$ cat config.mk
export PLATFORM = sky130hd
export DESIGN_NAME = ht_res_collector_flat
export DESIGN_NICKNAME = d
export VERILOG_FILES = /design/src/rtl/ht_res_collector_pkg.sv /design/src/rtl/ht_res_if.sv /design/src/rtl/ht_res_fifo.sv /design/src/rtl/ht_res_collector.sv /design/src/flat_wrapper.sv
export SDC_FILE = /design/constraint.sdc
export NUM_CORES = 1
export LEC_CHECK = 0
export ABC_AREA = 1
export BUFFER_PORTS_ARGS = -buffer_cell sky130_fd_sc_hd__buf_2
export CORE_MARGIN = 2
export CORE_UTILIZATION = 50
export CTS_CLUSTER_DIAMETER = 50
export DETAILED_ROUTE_END_ITERATION = 10
export PLACE_DENSITY = 0.69
export SLEW_MARGIN = 40
export SYNTH_ARGS = -nofsm -noshare
export SYNTH_HDL_FRONTEND = slang
export SYNTH_SLANG_ARGS = --single-unit
$ cat constraint.sdc
create_clock -name clk_i -period 8 [get_ports clk_i]
set_input_delay 0.4 -clock clk_i [delete_from_list [all_inputs] [get_ports clk_i]]
set_output_delay 0.4 -clock clk_i [all_outputs]
set_load 0.02 [all_outputs]
$ cat src/rtl/ht_res_collector_pkg.sv
// Hash-table result-side types: result codes, commands, the queued result word
// and the statistics counter indices used by ht_res_collector.
package ht_res_collector_pkg;

    localparam int unsigned KEY_WIDTH   = 32;
    localparam int unsigned VALUE_WIDTH = 16;
    localparam int unsigned CNT_NUM     = 8;

    typedef enum logic [1:0] {
        CMD_SEARCH = 2'd0,
        CMD_INSERT = 2'd1,
        CMD_DELETE = 2'd2,
        CMD_NONE   = 2'd3
    } ht_cmd_t;

    typedef enum logic [2:0] {
        SEARCH_FOUND                     = 3'd0,
        SEARCH_NOT_SUCCESS_NO_ENTRY      = 3'd1,
        INSERT_SUCCESS                   = 3'd2,
        DELETE_SUCCESS                   = 3'd3,
        INSERT_NOT_SUCCESS_TABLE_IS_FULL = 3'd4,
        DELETE_NOT_SUCCESS_NO_ENTRY      = 3'd5,
        INSERT_SUCCESS_SAME_KEY          = 3'd6,
        RESCODE_UNDEF                    = 3'd7
    } ht_rescode_t;

    typedef struct packed {
        logic [KEY_WIDTH-1:0]   key;
        logic [VALUE_WIDTH-1:0] value;
        ht_cmd_t                cmd;
        ht_rescode_t            rescode;
    } ht_res_word_t;

    typedef enum logic [2:0] {
        CNT_SEARCH_FOUND          = 3'd0,
        CNT_SEARCH_NO_ENTRY       = 3'd1,
        CNT_INSERT_SUCCESS        = 3'd2,
        CNT_INSERT_SAME_KEY       = 3'd3,
        CNT_INSERT_TABLE_FULL     = 3'd4,
        CNT_DELETE_SUCCESS        = 3'd5,
        CNT_DELETE_NO_ENTRY       = 3'd6,
        CNT_OTHER                 = 3'd7
    } ht_cnt_idx_t;

    // Map a result code to the counter it bumps; anything unrecognised is CNT_OTHER.
    function automatic ht_cnt_idx_t rescode_to_cnt_idx(input ht_rescode_t rc);
        case (rc)
            SEARCH_FOUND:                     return CNT_SEARCH_FOUND;
            SEARCH_NOT_SUCCESS_NO_ENTRY:      return CNT_SEARCH_NO_ENTRY;
            INSERT_SUCCESS:                   return CNT_INSERT_SUCCESS;
            INSERT_SUCCESS_SAME_KEY:          return CNT_INSERT_SAME_KEY;
            INSERT_NOT_SUCCESS_TABLE_IS_FULL: return CNT_INSERT_TABLE_FULL;
            DELETE_SUCCESS:                   return CNT_DELETE_SUCCESS;
            DELETE_NOT_SUCCESS_NO_ENTRY:      return CNT_DELETE_NO_ENTRY;
            default:                          return CNT_OTHER;
        endcase
    endfunction

endpackage

$ cat src/rtl/ht_res_if.sv
// Result stream leaving hash_table_top: one result per valid/ready handshake.
interface ht_res_if;
    import ht_res_collector_pkg::*;

    logic [KEY_WIDTH-1:0]   key;
    logic [VALUE_WIDTH-1:0] value;
    ht_cmd_t                cmd;
    ht_rescode_t            rescode;
    logic                   valid;
    logic                   ready;

    modport source (output key, value, cmd, rescode, valid, input ready);
    modport sink   (input key, value, cmd, rescode, valid, output ready);

endinterface

$ cat src/rtl/ht_res_fifo.sv
// Show-ahead FIFO of result words; head entry is presented without a read request.
module ht_res_fifo
    import ht_res_collector_pkg::*;
#(
    parameter int unsigned DEPTH_LOG2 = 4
) (
    input  logic                  clk,
    input  logic                  rst,
    input  logic                  wr_en,
    input  ht_res_word_t          wr_data,
    input  logic                  rd_en,
    output ht_res_word_t          rd_data,
    output logic [DEPTH_LOG2:0]   used,
    output logic                  full,
    output logic                  empty
);

    localparam int unsigned DEPTH = 1 << DEPTH_LOG2;
    localparam logic [DEPTH_LOG2:0] USED_FULL = (DEPTH_LOG2 + 1)'(DEPTH);

    ht_res_word_t            mem [DEPTH];
    logic [DEPTH_LOG2-1:0]   wr_ptr_q;
    logic [DEPTH_LOG2-1:0]   rd_ptr_q;
    logic [DEPTH_LOG2:0]     used_q;
    logic                    wr_fire;
    logic                    rd_fire;

    assign full    = (used_q == USED_FULL);
    assign empty   = (used_q == '0);
    assign wr_fire = wr_en && !full;
    assign rd_fire = rd_en && !empty;
    assign used    = used_q;

    // Storage is not reset; the head is forced to zero while the FIFO is empty.
    assign rd_data = empty ? '0 : mem[rd_ptr_q];

    always_ff @(posedge clk) begin
        if (wr_fire) begin
            mem[wr_ptr_q] <= wr_data;
        end
    end

    always_ff @(posedge clk) begin
        if (rst) begin
            wr_ptr_q <= '0;
            rd_ptr_q <= '0;
            used_q   <= '0;
        end else begin
            if (wr_fire) begin
                wr_ptr_q <= wr_ptr_q + DEPTH_LOG2'(1);
            end
            if (rd_fire) begin
                rd_ptr_q <= rd_ptr_q + DEPTH_LOG2'(1);
            end
            case ({wr_fire, rd_fire})
                2'b10:   used_q <= used_q + (DEPTH_LOG2 + 1)'(1);
                2'b01:   used_q <= used_q - (DEPTH_LOG2 + 1)'(1);
                default: used_q <= used_q;
            endcase
        end
    end

endmodule

$ cat src/rtl/ht_res_collector.sv
// Terminates the hash-table result stream: queues results for a host reader
// and keeps saturating per-outcome event counters.
module ht_res_collector
    import ht_res_collector_pkg::*;
#(
    parameter int unsigned FIFO_DEPTH_LOG2 = 4,
    parameter int unsigned CNT_WIDTH       = 32
) (
    input  logic                                 clk_i,
    input  logic                                 rst_i,
    ht_res_if.sink                               ht_res_in,
    input  logic                                 pop_i,
    output logic                                 rd_valid_o,
    output logic [KEY_WIDTH-1:0]                 rd_key_o,
    output logic [VALUE_WIDTH-1:0]               rd_value_o,
    output ht_cmd_t                              rd_cmd_o,
    output ht_rescode_t                          rd_rescode_o,
    output logic [FIFO_DEPTH_LOG2:0]             fifo_used_o,
    input  logic                                 cnt_clr_i,
    output logic [CNT_NUM-1:0][CNT_WIDTH-1:0]    cnt_o
);

    localparam logic [CNT_WIDTH-1:0] CNT_MAX = '1;

    ht_res_word_t                      wr_word;
    ht_res_word_t                      rd_word;
    logic                              fifo_full;
    logic                              fifo_empty;
    logic                              accept;
    logic                              pop;
    ht_cnt_idx_t                       acc_idx;
    logic [CNT_NUM-1:0][CNT_WIDTH-1:0] cnt_q;

    // ready depends only on the registered occupancy, never on pop_i.
    assign ht_res_in.ready = !fifo_full;
    assign accept          = ht_res_in.valid && !fifo_full;
    assign pop             = pop_i && !fifo_empty;

    assign wr_word.key     = ht_res_in.key;
    assign wr_word.value   = ht_res_in.value;
    assign wr_word.cmd     = ht_res_in.cmd;
    assign wr_word.rescode = ht_res_in.rescode;

    ht_res_fifo #(
        .DEPTH_LOG2 (FIFO_DEPTH_LOG2)
    ) u_fifo (
        .clk     (clk_i),
        .rst     (rst_i),
        .wr_en   (accept),
        .wr_data (wr_word),
        .rd_en   (pop),
        .rd_data (rd_word),
        .used    (fifo_used_o),
        .full    (fifo_full),
        .empty   (fifo_empty)
    );

    assign rd_valid_o   = !fifo_empty;
    assign rd_key_o     = rd_word.key;
    assign rd_value_o   = rd_word.value;
    assign rd_cmd_o     = rd_word.cmd;
    assign rd_rescode_o = rd_word.rescode;

    assign acc_idx = rescode_to_cnt_idx(ht_res_in.rescode);

    // Clear wins over a same-cycle increment; counters stick at all-ones.
    always_ff @(posedge clk_i) begin
        if (rst_i || cnt_clr_i) begin
            cnt_q <= '0;
        end else if (accept && (cnt_q[acc_idx] != CNT_MAX)) begin
            cnt_q[acc_idx] <= cnt_q[acc_idx] + CNT_WIDTH'(1);
        end
    end

    assign cnt_o = cnt_q;

endmodule
$ cat src/flat_wrapper.sv
// flat-port wrapper written by rule: the top's interface ports become plain ports
module ht_res_collector_flat import ht_res_collector_pkg::*;
#(
    parameter int unsigned FIFO_DEPTH_LOG2 = 4,
    parameter int unsigned CNT_WIDTH       = 32
)
  (clk_i, rst_i, pop_i, rd_valid_o, rd_key_o, rd_value_o, rd_cmd_o, rd_rescode_o, fifo_used_o, cnt_clr_i, cnt_o, ht_res_in_key, ht_res_in_value, ht_res_in_cmd, ht_res_in_rescode, ht_res_in_valid, ht_res_in_ready);
  ht_res_if ht_res_in_i ();
  input  logic clk_i;
  input  logic rst_i;
  input  logic pop_i;
  output logic rd_valid_o;
  output logic [KEY_WIDTH-1:0] rd_key_o;
  output logic [VALUE_WIDTH-1:0] rd_value_o;
  output ht_cmd_t rd_cmd_o;
  output ht_rescode_t rd_rescode_o;
  output logic [FIFO_DEPTH_LOG2:0] fifo_used_o;
  input  logic cnt_clr_i;
  output logic [CNT_NUM-1:0][CNT_WIDTH-1:0] cnt_o;
  input wire logic [$bits(ht_res_in_i.key)-1:0] ht_res_in_key;
  input wire logic [$bits(ht_res_in_i.value)-1:0] ht_res_in_value;
  input wire logic [$bits(ht_res_in_i.cmd)-1:0] ht_res_in_cmd;
  input wire logic [$bits(ht_res_in_i.rescode)-1:0] ht_res_in_rescode;
  input wire logic [$bits(ht_res_in_i.valid)-1:0] ht_res_in_valid;
  output wire logic [$bits(ht_res_in_i.ready)-1:0] ht_res_in_ready;
  assign ht_res_in_i.key = ht_res_in_key;
  assign ht_res_in_i.value = ht_res_in_value;
  assign ht_res_in_i.cmd = ht_res_in_cmd;
  assign ht_res_in_i.rescode = ht_res_in_rescode;
  assign ht_res_in_i.valid = ht_res_in_valid;
  assign ht_res_in_ready = ht_res_in_i.ready;
  ht_res_collector #(.FIFO_DEPTH_LOG2(FIFO_DEPTH_LOG2), .CNT_WIDTH(CNT_WIDTH)) u_core (.clk_i(clk_i), .rst_i(rst_i), .ht_res_in(ht_res_in_i), .pop_i(pop_i), .rd_valid_o(rd_valid_o), .rd_key_o(rd_key_o), .rd_value_o(rd_value_o), .rd_cmd_o(rd_cmd_o), .rd_rescode_o(rd_rescode_o), .fifo_used_o(fifo_used_o), .cnt_clr_i(cnt_clr_i), .cnt_o(cnt_o));
endmodule
==> impl_metrics.toml <==
[power_and_ir_drop]
power.sequential.fraction_pct = 41.1
power_density_mw_per_mm2 = 289
p_comb_share_pct = 24.3
clock_power_share_pct = 34.6
total_leakage_power_nw = 21.2
p_int_w = 0.0106
p_sw_w = 0.00523
finalPower_w = 0.0158
power.share.switching_pct = 33.1
power.ir.vdd_worst_mv = 0.257

[global_routing]
globalRouteOverflowTotal = 0
largest_net_degree_at_the_start_of_global_routing = 189
grt_use_total_pct = 27.8
vias_in_the_first_global_route = 33222
global_route_wire_length_before_repair_um = 206000
grt_antenna_before_repair = 11

[sta]
max_clock_freq_mhz = 234
slew_violations = 0
finClkSkew_ns = 0.0367
report.final.setup_viol = 0
post-route-min-period_ns = 4.28
grt_setup_unrepaired = "false"
slew-limit-headroom_pct = 42.0
least_margin_pin_slew_ns = 0.864
post-route-period-util_pct = 53.5
timing.final.hold_violations = 0
setup_tns_ns = 0

[detailed_routing]
antenna_left = 0
dr_pass1_iterations = 6
via_per_inst = 5.65
detail_route.iter0.violations = 4082
via_count = 36158
drcViolationCount = 0
detailed_route_wire_length_um = 140000
route.detailed.wl_per_inst_um = 21.9

[min_path]
hold_path.class = "input port to flip-flop"

[synthesis]
synth_top_area_share_pct = 53.4
synthFlopType = "sky130_fd_sc_hd__edfxtp_1"
synth.top_cells.by_count = "sky130_fd_sc_hd__nor2_1 (1054), sky130_fd_sc_hd__nand2_1 (849), sky130_fd_sc_hd__edfxtp_1 (848), sky130_fd_sc_hd__o21ai_0 (431), sky130_fd_sc_hd__inv_1 (332)"
ys.warnings.count = 0
asyncSetResetFlopFracSynth_pct = 0
postSynthCellCount = 4770
synth_enable_flop_cells = 848
netlist_area_mm2 = 0.0477
synthesis.area_per_instance_um2 = 9.99
synth.largest_area_cell = "sky130_fd_sc_hd__edfxtp_1"
ys_top_cells_by_area = "sky130_fd_sc_hd__edfxtp_1 (53%), sky130_fd_sc_hd__dfxtp_1 (11%), sky130_fd_sc_hd__nor2_1 (8.3%)"
yosys.cell_types.count = 44
synthMostInstantiatedCell = "sky130_fd_sc_hd__nor2_1"
synth-seq-cells = 1121
syn-num-nets = 4837
synth_seq_area_share_pct = 64.9

[worst_setup_path]
delay_heaviest_family_cp = "buffers and inverters"
timing.rr.end = "u_core.u_fifo.mem[15][30]"
crit_path_frequent_cell = "sky130_fd_sc_hd__buf_4"
cp_num_cells = 8
reg2regPathDepth = 7
critical_path.startpoint_type = "flip-flop"
timing.critical_path.required_ns = 7.60
cp_cell_sequence = "buf_6, buf_4, buf_4, o21ai_0, o221ai_1, nand3_1, a21oi_1, buf_2"
setup.worst_path.end_class = "output port"
crit_end = "rd_key_o[0]"
cp_max_fo = 86
path_class = "flip-flop to output port"
worst_r2r_startpoint = "u_core.u_fifo.used[2]"
worst-path-buf-inv = 4
critical-path-max-stage-delay_ns = 0.60
critical_path_arrival_ns = 3.88
slowest_stage = "sky130_fd_sc_hd__buf_4"
ff2ff_setup_slack_ns = 4.28

[clock_network]
worst_path_clk_slew_ns = 0.06
cts.repair_timing.setup_buffer_count = 0
clock_tree.htree_level_count = 3
cts_inserted_buffers = 120
clock_sink_count = 1121
clock_tree.root_cell = "sky130_fd_sc_hd__clkbuf_16"
cts_tree = "yes"
worst_skew_pair.late_latency_ns = 0.72
ctsLongestPathBuffers = 3

[flow_run]
drv.max_cap_violation_count = 0

[cells_and_area]
final_core_util_pct = 57.8
nNetsFinal = 5104
syn2layout_area_growth_pct = 14.8
filler_instances = 7943
layout-drive-gt1-share_pct = 13.8

[die]
floorplan.core_area_mm2 = 0.0947
initial_core_util_pct = 50.3
ioPinCount = 374
dieWidth_um = 313
core.rowCount = 113
die_h_um = 313
fp.dieArea_mm2 = 0.0978

[placed_design]
place_congestion = 0.945
dpl.hpwl_um = 80100
port_buffers = 373

[outcome]
outcome = "complete, no violations"
placed cells by master, fill, tap and decap left out, types with 12 or more instances in the layout:
cell type	n
sky130_fd_sc_hd__a21oi_1	77
sky130_fd_sc_hd__buf_2	373
sky130_fd_sc_hd__buf_4	30
sky130_fd_sc_hd__buf_6	12
sky130_fd_sc_hd__clkbuf_1	22
sky130_fd_sc_hd__clkbuf_16	121
sky130_fd_sc_hd__clkinv_1	37
sky130_fd_sc_hd__clkinv_2	18
sky130_fd_sc_hd__dfxtp_1	269
sky130_fd_sc_hd__edfxtp_1	848
sky130_fd_sc_hd__inv_1	330
sky130_fd_sc_hd__nand2_1	848
sky130_fd_sc_hd__nand3_1	186
sky130_fd_sc_hd__nor2_1	1035
sky130_fd_sc_hd__nor2_2	12
sky130_fd_sc_hd__nor2_4	20
sky130_fd_sc_hd__o211ai_1	56
sky130_fd_sc_hd__o21ai_0	431
sky130_fd_sc_hd__o221ai_1	157
sky130_fd_sc_hd__o22ai_1	65
sky130_fd_sc_hd__xor2_2	13
cells by family (layout without fill, tap and decap cells):
kind of cell	after synthesis	count (layout)	synth area share [%]
AND/OR/NAND/NOR	2151	2151	18.1
flip-flops	1121	1121	64.9
AO/OA/AOI/OAI	813	813	10.4
buffers and inverters	651	1017	5.80
XOR/XNOR	25	25	0.554
adder cells (fa/ha/maj)	9	9	0.236
other	0	2	0
layout make-up:
| class | instances | area [µm²] | area share, % |
|---|---|---|---|
| Sequential cell | 1121 | 30900 | 56.6 |
| Multi-Input combinational cell | 2998 | 14200 | 25.9 |
| Clock buffer | 151 | 3220 | 5.89 |
| Timing Repair Buffer | 442 | 2730 | 4.99 |
| Tap cell | 1265 | 1580 | 2.89 |
| Inverter | 354 | 1360 | 2.48 |
| Clock inverter | 70 | 683 | 1.25 |
| Antenna cell | 2 | 5.00 | 0.00915 |
registers in the layout, indices dropped and copies added, names as in the netlist, named ones only:
name	cells
u_core.cnt_o	256
u_core.u_fifo.mem	848
u_core.u_fifo.rd_ptr_q	4
u_core.u_fifo.used	5
u_core.u_fifo.wr_ptr_q	4
power groups by stage:
stage               Sequential, W  Combinational, W  Clock [W]
floorplan                 0.00663           0.00242          0
global placement          0.00661           0.00368          0
detailed placement        0.00661           0.00379          0
CTS                       0.00649           0.00382    0.00552
global route              0.00650           0.00417    0.00575
finish                    0.00649           0.00383    0.00547
metal layers:
layer / global-route usage, % / wire length [µm]
met5: 0 / 65
met4: 13.1 / 6690
met3: 5.35 / 12600
met2: 45.5 / 66600
met1: 35.7 / 54500
stage by stage:
| stage | setup slack (ns) | area (µm²) | hold WS [ns] | instances |
|---|---|---|---|---|
| CTS | 3.46 | 54700 | 0.00145 | 6400 |
| global placement | 3.21 | 50200 | 0.497 | 6154 |
| detailed placement | 3.12 | 50700 | 0.510 | 6171 |
| finish | 3.72 | 54700 | 0.0404 | 6403 |
| floorplan | 3.60 | 47700 | 0.499 | 4770 |
| global route | 3.45 | 54700 | 0.0234 | 6401 |
worst min-delay path by stage:
stage | cells past startpoint | start | to
floorplan | 0 | ht_res_in_rescode[0] | u_core.u_fifo.mem[0][0]
global placement | 2 | u_core.u_fifo.used[4] | u_core.u_fifo.used[4]
detailed placement | 4 | u_core.cnt_o[54] | u_core.cnt_o[54]
CTS | 1 | ht_res_in_value[8] | u_core.u_fifo.mem[0][13]
global route | 1 | ht_res_in_key[21] | u_core.u_fifo.mem[10][42]
finish | 1 | ht_res_in_key[26] | u_core.u_fifo.mem[3][47]
what timing repair did:
item / in CTS / in global routing
endpoints found under the hold margin: 67 / 0
gates resized for setup: 0 / 0
hold buffers: 8 / 0
worst register-to-register path: stages, from the launching register on:
cell and delay [ns]:
sky130_fd_sc_hd__dfxtp_1 0.43, sky130_fd_sc_hd__nor4_1 0.09, sky130_fd_sc_hd__nand2_1 0.08, sky130_fd_sc_hd__nand2_1 0.20, sky130_fd_sc_hd__clkinv_1 0.53, sky130_fd_sc_hd__nand2_1 0.46
sky130_fd_sc_hd__nor2_4 0.76, sky130_fd_sc_hd__buf_4 0.78
(Power assumes the default switching activity.)
